## src/rtl/srrc_symbol_upsampler_pkg.sv

```systemverilog
// srrc_symbol_upsampler_pkg: shared symbol codes, FSM states and the bit-to-symbol map
package srrc_symbol_upsampler_pkg;
  localparam logic [1:0] SYM_POS  = 2'b01;
  localparam logic [1:0] SYM_NEG  = 2'b11;
  localparam logic [1:0] SYM_ZERO = 2'b00;
  typedef enum logic [1:0] {IDLE, RUN, FLUSH} state_t;
  function automatic logic [1:0] map_sym(input logic b);
    return b ? SYM_NEG : SYM_POS;
  endfunction
endpackage

```

## src/rtl/srrc_symbol_upsampler_if.sv

```systemverilog
// srrc_symbol_upsampler_if: serial bit stream valid/ready handshake
interface srrc_symbol_upsampler_if;
  logic in_data;
  logic in_last;
  logic in_valid;
  logic in_ready;
  modport master(output in_data, in_last, in_valid, input in_ready);
  modport slave(input in_data, in_last, in_valid, output in_ready);
endinterface

```

## src/rtl/srrc_symbol_upsampler_sync_fifo.sv

```systemverilog
// srrc_symbol_upsampler_sync_fifo: small show-ahead FIFO; push is refused while full
module srrc_symbol_upsampler_sync_fifo #(
  parameter int WIDTH = 2,
  parameter int DEPTH = 4
) (
  input  logic             clk,
  input  logic             reset,
  input  logic             push,
  input  logic             pop,
  input  logic [WIDTH-1:0] wdata,
  output logic [WIDTH-1:0] rdata,
  output logic             full,
  output logic             empty
);
  localparam int AW = $clog2(DEPTH);
  logic [WIDTH-1:0] mem [DEPTH];
  logic [AW-1:0] wr_ptr, rd_ptr;
  logic [AW:0] count;
  logic do_push, do_pop;
  assign full    = count == (AW+1)'(DEPTH);
  assign empty   = count == '0;
  assign do_push = push && !full;
  assign do_pop  = pop && !empty;
  assign rdata   = mem[rd_ptr];
  always_ff @(posedge clk or negedge reset)
    if (!reset) begin
      wr_ptr <= '0;
      rd_ptr <= '0;
      count  <= '0;
    end else begin
      wr_ptr <= do_push ? wr_ptr + 1'b1 : wr_ptr;
      rd_ptr <= do_pop ? rd_ptr + 1'b1 : rd_ptr;
      count  <= count + (AW+1)'(do_push) - (AW+1)'(do_pop);
    end
  always_ff @(posedge clk)
    if (do_push) mem[wr_ptr] <= wdata;
endmodule

```

## src/rtl/srrc_symbol_upsampler.sv

```systemverilog
// srrc_symbol_upsampler: buffers serial bits, maps to BPSK symbols, zero-stuffs by OSR
// and appends a zero-flush tail so the downstream SRRC filter drains after each burst.
module srrc_symbol_upsampler
  import srrc_symbol_upsampler_pkg::*;
#(
  parameter int OSR        = 4,
  parameter int FIFO_DEPTH = 4,
  parameter int FLUSH_LEN  = 32
) (
  input  logic                   clk,
  input  logic                   reset,
  srrc_symbol_upsampler_if.slave src,
  output logic [1:0]             Dout,
  output logic                   sym_strobe,
  output logic                   busy,
  output logic                   underflow
);
  localparam int PW = $clog2(OSR);
  localparam int FW = $clog2(FLUSH_LEN);
  state_t state;
  logic [PW-1:0] phase, phase_nx;
  logic [FW-1:0] flush_cnt;
  logic last_pending, full, empty, pop, slot;
  logic [1:0] head;
  assign src.in_ready = !full;
  assign phase_nx     = phase + 1'b1;
  assign slot         = state == RUN && phase_nx == '0;
  assign pop          = !empty && (state == IDLE || (slot && !last_pending));
  srrc_symbol_upsampler_sync_fifo #(.WIDTH(2), .DEPTH(FIFO_DEPTH)) u_fifo (
    .clk   (clk),
    .reset (reset),
    .push  (src.in_valid),
    .pop   (pop),
    .wdata ({src.in_last, src.in_data}),
    .rdata (head),
    .full  (full),
    .empty (empty)
  );
  // head is {last, data}; symbol slot outputs default to zero every edge
  always_ff @(posedge clk or negedge reset)
    if (!reset) begin
      state        <= IDLE;
      phase        <= '0;
      flush_cnt    <= '0;
      last_pending <= 1'b0;
      Dout         <= SYM_ZERO;
      sym_strobe   <= 1'b0;
      busy         <= 1'b0;
      underflow    <= 1'b0;
    end else begin
      Dout       <= SYM_ZERO;
      sym_strobe <= 1'b0;
      underflow  <= 1'b0;
      case (state)
        IDLE: begin
          phase <= '0;
          if (!empty) begin
            state        <= RUN;
            busy         <= 1'b1;
            Dout         <= map_sym(head[0]);
            sym_strobe   <= 1'b1;
            last_pending <= head[1];
          end
        end
        RUN: begin
          phase <= phase_nx;
          if (slot) begin
            sym_strobe <= !last_pending;
            if (last_pending) begin
              state        <= FLUSH;
              flush_cnt    <= FW'(FLUSH_LEN - 1);
              last_pending <= 1'b0;
            end else if (!empty) begin
              Dout         <= map_sym(head[0]);
              last_pending <= head[1];
            end else
              underflow <= 1'b1;
          end
        end
        default: begin
          flush_cnt <= flush_cnt == '0 ? '0 : flush_cnt - 1'b1;
          if (flush_cnt == '0) begin
            state <= IDLE;
            busy  <= 1'b0;
          end
        end
      endcase
    end
endmodule
```

## src/flat_wrapper.sv

```systemverilog
// flat-port wrapper written by rule: the top's interface ports become plain ports
module srrc_symbol_upsampler_flat import srrc_symbol_upsampler_pkg::*;
#(
  parameter int OSR        = 4,
  parameter int FIFO_DEPTH = 4,
  parameter int FLUSH_LEN  = 32
)
  (clk, reset, Dout, sym_strobe, busy, underflow, src_in_data, src_in_last, src_in_valid, src_in_ready);
  srrc_symbol_upsampler_if src_i ();
  input  logic clk;
  input  logic reset;
  output logic [1:0] Dout;
  output logic sym_strobe;
  output logic busy;
  output logic underflow;
  input wire logic [$bits(src_i.in_data)-1:0] src_in_data;
  input wire logic [$bits(src_i.in_last)-1:0] src_in_last;
  input wire logic [$bits(src_i.in_valid)-1:0] src_in_valid;
  output wire logic [$bits(src_i.in_ready)-1:0] src_in_ready;
  assign src_i.in_data = src_in_data;
  assign src_i.in_last = src_in_last;
  assign src_i.in_valid = src_in_valid;
  assign src_in_ready = src_i.in_ready;
  srrc_symbol_upsampler #(.OSR(OSR), .FIFO_DEPTH(FIFO_DEPTH), .FLUSH_LEN(FLUSH_LEN)) u_core (.clk(clk), .reset(reset), .src(src_i), .Dout(Dout), .sym_strobe(sym_strobe), .busy(busy), .underflow(underflow));
endmodule
```

## config.mk

```make
export PLATFORM = sky130hd
export DESIGN_NAME = srrc_symbol_upsampler_flat
export DESIGN_NICKNAME = d
export VERILOG_FILES = /design/src/rtl/srrc_symbol_upsampler_pkg.sv /design/src/rtl/srrc_symbol_upsampler_if.sv /design/src/rtl/srrc_symbol_upsampler_sync_fifo.sv /design/src/rtl/srrc_symbol_upsampler.sv /design/src/flat_wrapper.sv
export SDC_FILE = /design/constraint.sdc
export NUM_CORES = 1
export LEC_CHECK = 0
export CORE_MARGIN = 3
export CORE_UTILIZATION = 40
export DETAILED_ROUTE_END_ITERATION = 10
export PLACE_DENSITY = 0.61
export SETUP_SLACK_MARGIN = 0.5
export SYNTH_ARGS = -nofsm -noshare
export SYNTH_HDL_FRONTEND = slang
export SYNTH_SLANG_ARGS = --single-unit
```

## constraint.sdc

```tcl
create_clock -name clk -period 2.8 [get_ports clk]
set_input_delay 0.42 -clock clk [delete_from_list [all_inputs] [get_ports clk]]
set_output_delay 0.42 -clock clk [all_outputs]
set_load 0.05 [all_outputs]
```

==> results.ini, run 1 <==
[outcome]
outcome = complete, no violations

[clock_network]
clock-sinks = 30
clk_pin_slew_ns = 0.09
cts_max_level = 2
ctsHoldBuffers = 0
clk_path_buf_depth = 2
cts_root_buf = clkbuf_4
cts_tree = done
cts_buffers = 5
worstSkewPairLatency_ns = 0.33

[global_routing]
grt_pass1_vias = 902
grt_max_degree = 23
grt.overflow.total = 0
antenna_found_initial = 0
grtUsageTotal_pct = 13.1
grt_pass1_wl_um = 4130

[setup_path]
crit_start = u_core.u_fifo.count[0]$_DFF_PN0_
worstSetupEndpointType = flop
r2r_slack_ns = 0.55
crit_chain = or3b_4, and2_4, inv_1, ha_1, inv_1, ha_1, fa_2, xor2_1, xnor2_1
cp_top_family = adder cells
arrival_ns = 2.50
critical_path.max_stage_delay_ns = 0.45
path_depth = 9
reg2reg_depth = 9
r2r-start = u_core.u_fifo.count[0]$_DFF_PN0_
cp_max_fo = 4
critPathSlowestCell = dfrtp_2
crit_type = flop to flop
startpoint_type = flop
cp-endpoint = u_core.u_fifo.count[2]$_DFF_PN0_
critPathRequiredTime_ns = 3.05
worstReg2RegEnd = u_core.u_fifo.count[2]$_DFF_PN0_
path_buf_inv = 2

[timing]
finalHoldViolCount = 0
postLayoutSetupSlackWorst_ns = 0.548
maxSlewViolCount = 0
finalSetupTns_ns = 0
fmax_mhz = 444
holdWs_ns = 0.426
slew_headroom_pct = 66.9
clock_skew_ns = 0.0102
period_needed_ns = 2.25
fin_crit_sh_pct = 80.4
tightest_slew_ns = 0.495
rsz0062_at_grt = no
finalSetupViolCount = 0

[floorplan]
ioPinCount = 11
die-area_um2 = 4290
start_util_pct = 44.2
fp.dieH_um = 65.5
die_w_um = 65.5
placement_rows = 20
core_um2 = 3200

[power_and_ir_drop]
seqPwrFrac_pct = 43.4
finalPower_mw = 1.82
internal-power_mw = 1.11
vdd_drop_max_v = 0.000517
clkPwrFrac_pct = 13.0
p_leak_nw = 0.745
switching_share_pct = 38.8
pwr-share-comb_pct = 43.6
switchingPower_mw = 0.705
power_density_nw_per_um2 = 1060

[synth]
synth_compound_gate_area_share_pct = 12.0
postSynthCellCount = 114
ys_seq_elements = 30
synth_top_cell_by_area = dfrtp_1
synthXorXnorAreaFrac_pct = 3.09
synth_top_area_share_pct = 38.9
synth_ff_type = dfrtp_1
syn_area_um2 = 1420
synthMuxAreaShare_pct = 4.95
synthDistinctLibCells = 35
synth-simple-area-share_pct = 11.7
synth_top_family_by_area = compound AO/OA/AOI/OAI gates
async_reset_ff_share_pct = 73.3
synth_edf_count = 8
synth_area_leaders = dfrtp_1 (39%), edfxtp_1 (17%), ha_1 (7.1%)
synth_warnings = 0
syn-num-nets = 128
seq_area_frac_synth_pct = 55.8
post_synth_fa_ha_maj_area_fraction_pct = 8.48
syn_area_per_cell_um2 = 12.4

[detailed_routing]
dr.pass1.iters = 4
viasPerCell = 5.02
drc = 0
ant_nets = 0
drt_wl_total_um = 2360
vias = 913
wire_per_inst_um = 13.0
detail_route.iter0.violations = 40

[min_path]
holdCritPathClass = input pin to asynchronous set/reset pin

[cells_and_area]
drive_gt1_share_pct = 25.4
num_antenna_cells = 0
final_nets = 151
final_cell_count_no_fill = 182
final_cell_mix = dfrtp_1 (19), inv_1 (12), clkdlybuf4s50_1 (9), buf_4 (9), edfxtp_1 (8)
layout_commonest_cell = dfrtp_1
area_delta_synth_final_pct = 21.0

[placement]
routabilityCongestion = 0.727
port_buffers = 10
dpl.hpwl_um = 1700
pre_cts_ws_ns = 0.308
place_inst = 169

[flow_run]
cap_viol_max_count = 0

## logic make-up (layout without fill, tap and decap cells)
group,Yosys count,in the layout
xor gates and xnor gates,5,5
adders and majority gates,9,9
AOI/OAI and AO/OA,25,25
buffers and inverters,15,39
DFF,30,30
muxes,4,4
and+or+nand+nor,26,26
## worst min path at each step
stage	end	cells after the start
final	u_core.phase[0]$_DFFE_PN0P_	2
after global routing	u_core.state[1]$_DFFE_PN0P_	2
after CTS	u_core.phase[1]$_DFFE_PN0P_	2
after detailed placement	u_core.phase[1]$_DFFE_PN0P_	2
after global placement	u_core.phase[1]$_DFFE_PN0P_	2
after floorplan	u_core.Dout[0]$_DFF_PN0_	0
## state kept, by name, summed over array words and instances (netlist names), 2 cells and up
name and flops:
u_core.u_fifo.mem 8, u_core.flush_cnt 5, u_core.u_fifo.count 3, u_core.Dout 2, u_core.phase 2, u_core.state 2, u_core.u_fifo.rd_ptr 2, u_core.u_fifo.wr_ptr 2
## per-stage QoR
step	utilization (%)	area [um2]
3_5_place_dp	49.6	1590
2_1_floorplan	-	1420
5_1_grt	53.5	1710
4_1_cts	51.2	1640
6_report	53.5	1710
3_3_place_gp	49.6	1590
## Yosys cell counts (3+ instances only)
cell type  number
edfxtp_1        8
xnor2_1         3
a21oi_1         4
inv_1          12
nor3_1          3
dfrtp_1        22
clkbuf_1        3
ha_1            8
nand2_1         7
and3_2          4
o21ai_0         6
## layer usage
layer | global-route usage [%] | wire length [um]
met5 | 0 | 0
met4 | 6.99 | 57
met3 | 5.81 | 115
met2 | 19.2 | 1100
met1 | 16.2 | 1090
## power groups by stage
stage          sequential, mW  clock [mW]  combinational, mW
2_1_floorplan           0.782           0              0.520
3_3_place_gp            0.771           0              0.707
3_5_place_dp            0.778           0              0.724
4_1_cts                 0.770       0.248              0.724
5_1_grt                 0.819       0.267              0.890
6_report                0.789       0.237              0.792
## cell type report
cell class / count / area, um2
well taps: 44 / 55.1
flip-flops and latches: 30 / 795
clock inverters: 2 / 8.76
fillers: 281 / 1490
multi-input cells: 69 / 603
clock buffers: 6 / 41.3
repair buffers: 19 / 166
inverters: 12 / 45.0
## repair_timing
item                       4_1_cts  5_1_grt
buffers inserted                 0        5
setup endpoints to repair        2        1
gates resized for setup          2        8
pin swaps                        0        5
cloned                           0        0
No activity file was read; power rests on OpenSTA's default activity.
==> inputs of run 2 (changes only) <==
==> constraint.sdc (replaced) <==
create_clock -name clk -period 2.3 [get_ports clk]
set_input_delay 0.345 -clock clk [delete_from_list [all_inputs] [get_ports clk]]
set_output_delay 0.345 -clock clk [all_outputs]
set_load 0.05 [all_outputs]
==> results.ini, run 2 (synthesis results as in run 1) <==
[placement]
dpl_cell_area_um2 = 1620
port_buffers = 10
dpl.hpwl_um = 1780
place_inst = 172
routabilityCongestion = 0.723

[clock_network]
clk_path_buf_depth = 2
cts_max_level = 2
cts_root_buf = clkbuf_4
clock-sinks = 30
ctsHoldBuffers = 0
worstSkewPairLatency_ns = 0.33
clk_pin_slew_ns = 0.09
cts_tree = done
cts_buffers = 5

[setup_path]
arrival_ns = 2.31
cp_max_fo = 5
startpoint_type = flop
crit_type = flop to flop
worstSetupEndpointType = flop
critPathRequiredTime_ns = 2.51

[detailed_routing]
viasPerCell = 5.11
ant_nets = 0
detail_route.iter0.violations = 32
dr.pass1.iters = 4
wire_per_inst_um = 14.1
vias = 965
drc = 0
drt_wl_total_um = 2660

[timing]
fin_crit_sh_pct = 91.0
slew_headroom_pct = 67.3
finalSetupTns_ns = 0
finalSetupViolCount = 0
finalHoldViolCount = 0
tightest_slew_ns = 0.492
rsz0062_at_grt = yes
clock_skew_ns = 0.00884
fmax_mhz = 478
period_needed_ns = 2.09
maxSlewViolCount = 0

[floorplan]
ioPinCount = 11
die-area_um2 = 4290
core_um2 = 3200
start_util_pct = 44.2
die_w_um = 65.5
placement_rows = 20
fp.dieH_um = 65.5

[global_routing]
grt.overflow.total = 0
antenna_found_initial = 0
grt_pass1_vias = 1017
grtUsageTotal_pct = 14.9
grt_pass1_wl_um = 4590
grt_max_degree = 23

[power_and_ir_drop]
vdd_drop_max_v = 0.000627
clkPwrFrac_pct = 12.3
switchingPower_mw = 0.935
seqPwrFrac_pct = 40.1
p_leak_nw = 0.792
pwr-share-comb_pct = 47.6
switching_share_pct = 39.6
internal-power_mw = 1.43
power_density_nw_per_um2 = 1310

[cells_and_area]
drive_gt1_share_pct = 33.8
final_area_um2 = 1800
final_nets = 158
final_cell_mix = dfrtp_1 (19), buf_4 (16), inv_1 (10), edfxtp_1 (8), nand2_1 (7)
area_delta_synth_final_pct = 27.1
num_antenna_cells = 0
layout_commonest_cell = dfrtp_1
top_regs = u_core.u_fifo.mem x8, u_core.flush_cnt x5, u_core.u_fifo.count x3
regMostFlops = u_core.u_fifo.mem
largest_reg_flops = 8
final_cell_count_no_fill = 189

[outcome]
outcome = complete, no violations

[min_path]
holdCritPathClass = input pin to asynchronous set/reset pin

[flow_run]
cap_viol_max_count = 0

## run 2: cell types whose count changed in the layout (fill, tap and decap cells not counted), moves of 2 or more
| cell | change |
|---|---|
| inv_1 | -2 |
| dlygate4sd2_1 | +4 |
| inv_4 | +2 |
| buf_4 | +7 |
| ha_1 | -2 |
| clkdlybuf4s50_1 | -5 |
| ha_4 | +2 |
## run 2: repair_timing
action | CTS | global route
resized for setup | 13 | 10
buffers inserted | 6 | 3
pin swaps | 1 | 2
setup endpoints to repair | 9 | 3
## run 2: per-layer routing
metal / up-vias / track usage [%] / routed length (um)
li1: 463 / - / -
met1: 480 / 18.3 / 1240
met2: 15 / 22.6 / 1240
met3: 7 / 4.10 / 122
met4: 0 / 10.1 / 56
met5: - / 0 / 0
## run 2: cell type report
class / instances / area, um2
Clock buffer: 6 / 41.3
Clock inverter: 2 / 8.76
Fill cell: 297 / 1400
Inverter: 12 / 50.0
Multi-Input combinational cell: 69 / 642
Sequential cell: 30 / 795
Tap cell: 44 / 55.1
Timing Repair Buffer: 26 / 209
## run 2: worst max-delay path: stages, from the launching register on
cell and delay [ns]:
dfrtp_2 0.45, or3b_4 0.40, and2_4 0.16, inv_4 0.05
ha_4 0.13, inv_4 0.04, ha_4 0.15, fa_2 0.34
xor2_2 0.15, xnor2_1 0.12
## run 2: final timing paths
| check | to | start | cells after the start | slack [ns] |
|---|---|---|---|---|
| worst min-delay path | u_core.sym_strobe$_DFF_PN0_ | reset | 2 | 0.36 |
| worst min register to register | u_core.u_fifo.count[2]$_DFF_PN0_ | u_core.u_fifo.count[2]$_DFF_PN0_ | 1 | 0.51 |
| max in group asynchronous | u_core.u_fifo.count[2]$_DFF_PN0_ | reset | 2 | 1.69 |
| worst max-delay path | u_core.u_fifo.count[2]$_DFF_PN0_ | u_core.u_fifo.count[1]$_DFF_PN0_ | 9 | 0.21 |
| worst max register to register | u_core.u_fifo.count[2]$_DFF_PN0_ | u_core.u_fifo.count[1]$_DFF_PN0_ | 9 | 0.21 |
| min in group clk | u_core.u_fifo.count[2]$_DFF_PN0_ | u_core.u_fifo.count[2]$_DFF_PN0_ | 1 | 0.51 |
## run 2: metrics by stage
stage                     setup slack [ns]  hold WS, ns  utilization [%]  power (mW)
final                                0.207        0.359             56.2        2.36
after global routing                 0.151        0.363             56.2        2.55
after CTS                            0.210        0.357             54.5        2.27
after detailed placement            0.0613        0.488             50.5        1.87
after global placement              0.0883        0.475             50.5        1.82
after floorplan                      0.155       0.0494                -        1.59
## run 2: power groups by stage
| stage | logic [mW] | clock network (mW) | registers [mW] |
|---|---|---|---|
| 3_3_place_gp | 0.900 | 0 | 0.920 |
| 6_report | 1.12 | 0.291 | 0.946 |
| 3_5_place_dp | 0.936 | 0 | 0.938 |
| 2_1_floorplan | 0.639 | 0 | 0.953 |
| 4_1_cts | 1.03 | 0.301 | 0.940 |
| 5_1_grt | 1.24 | 0.330 | 0.975 |
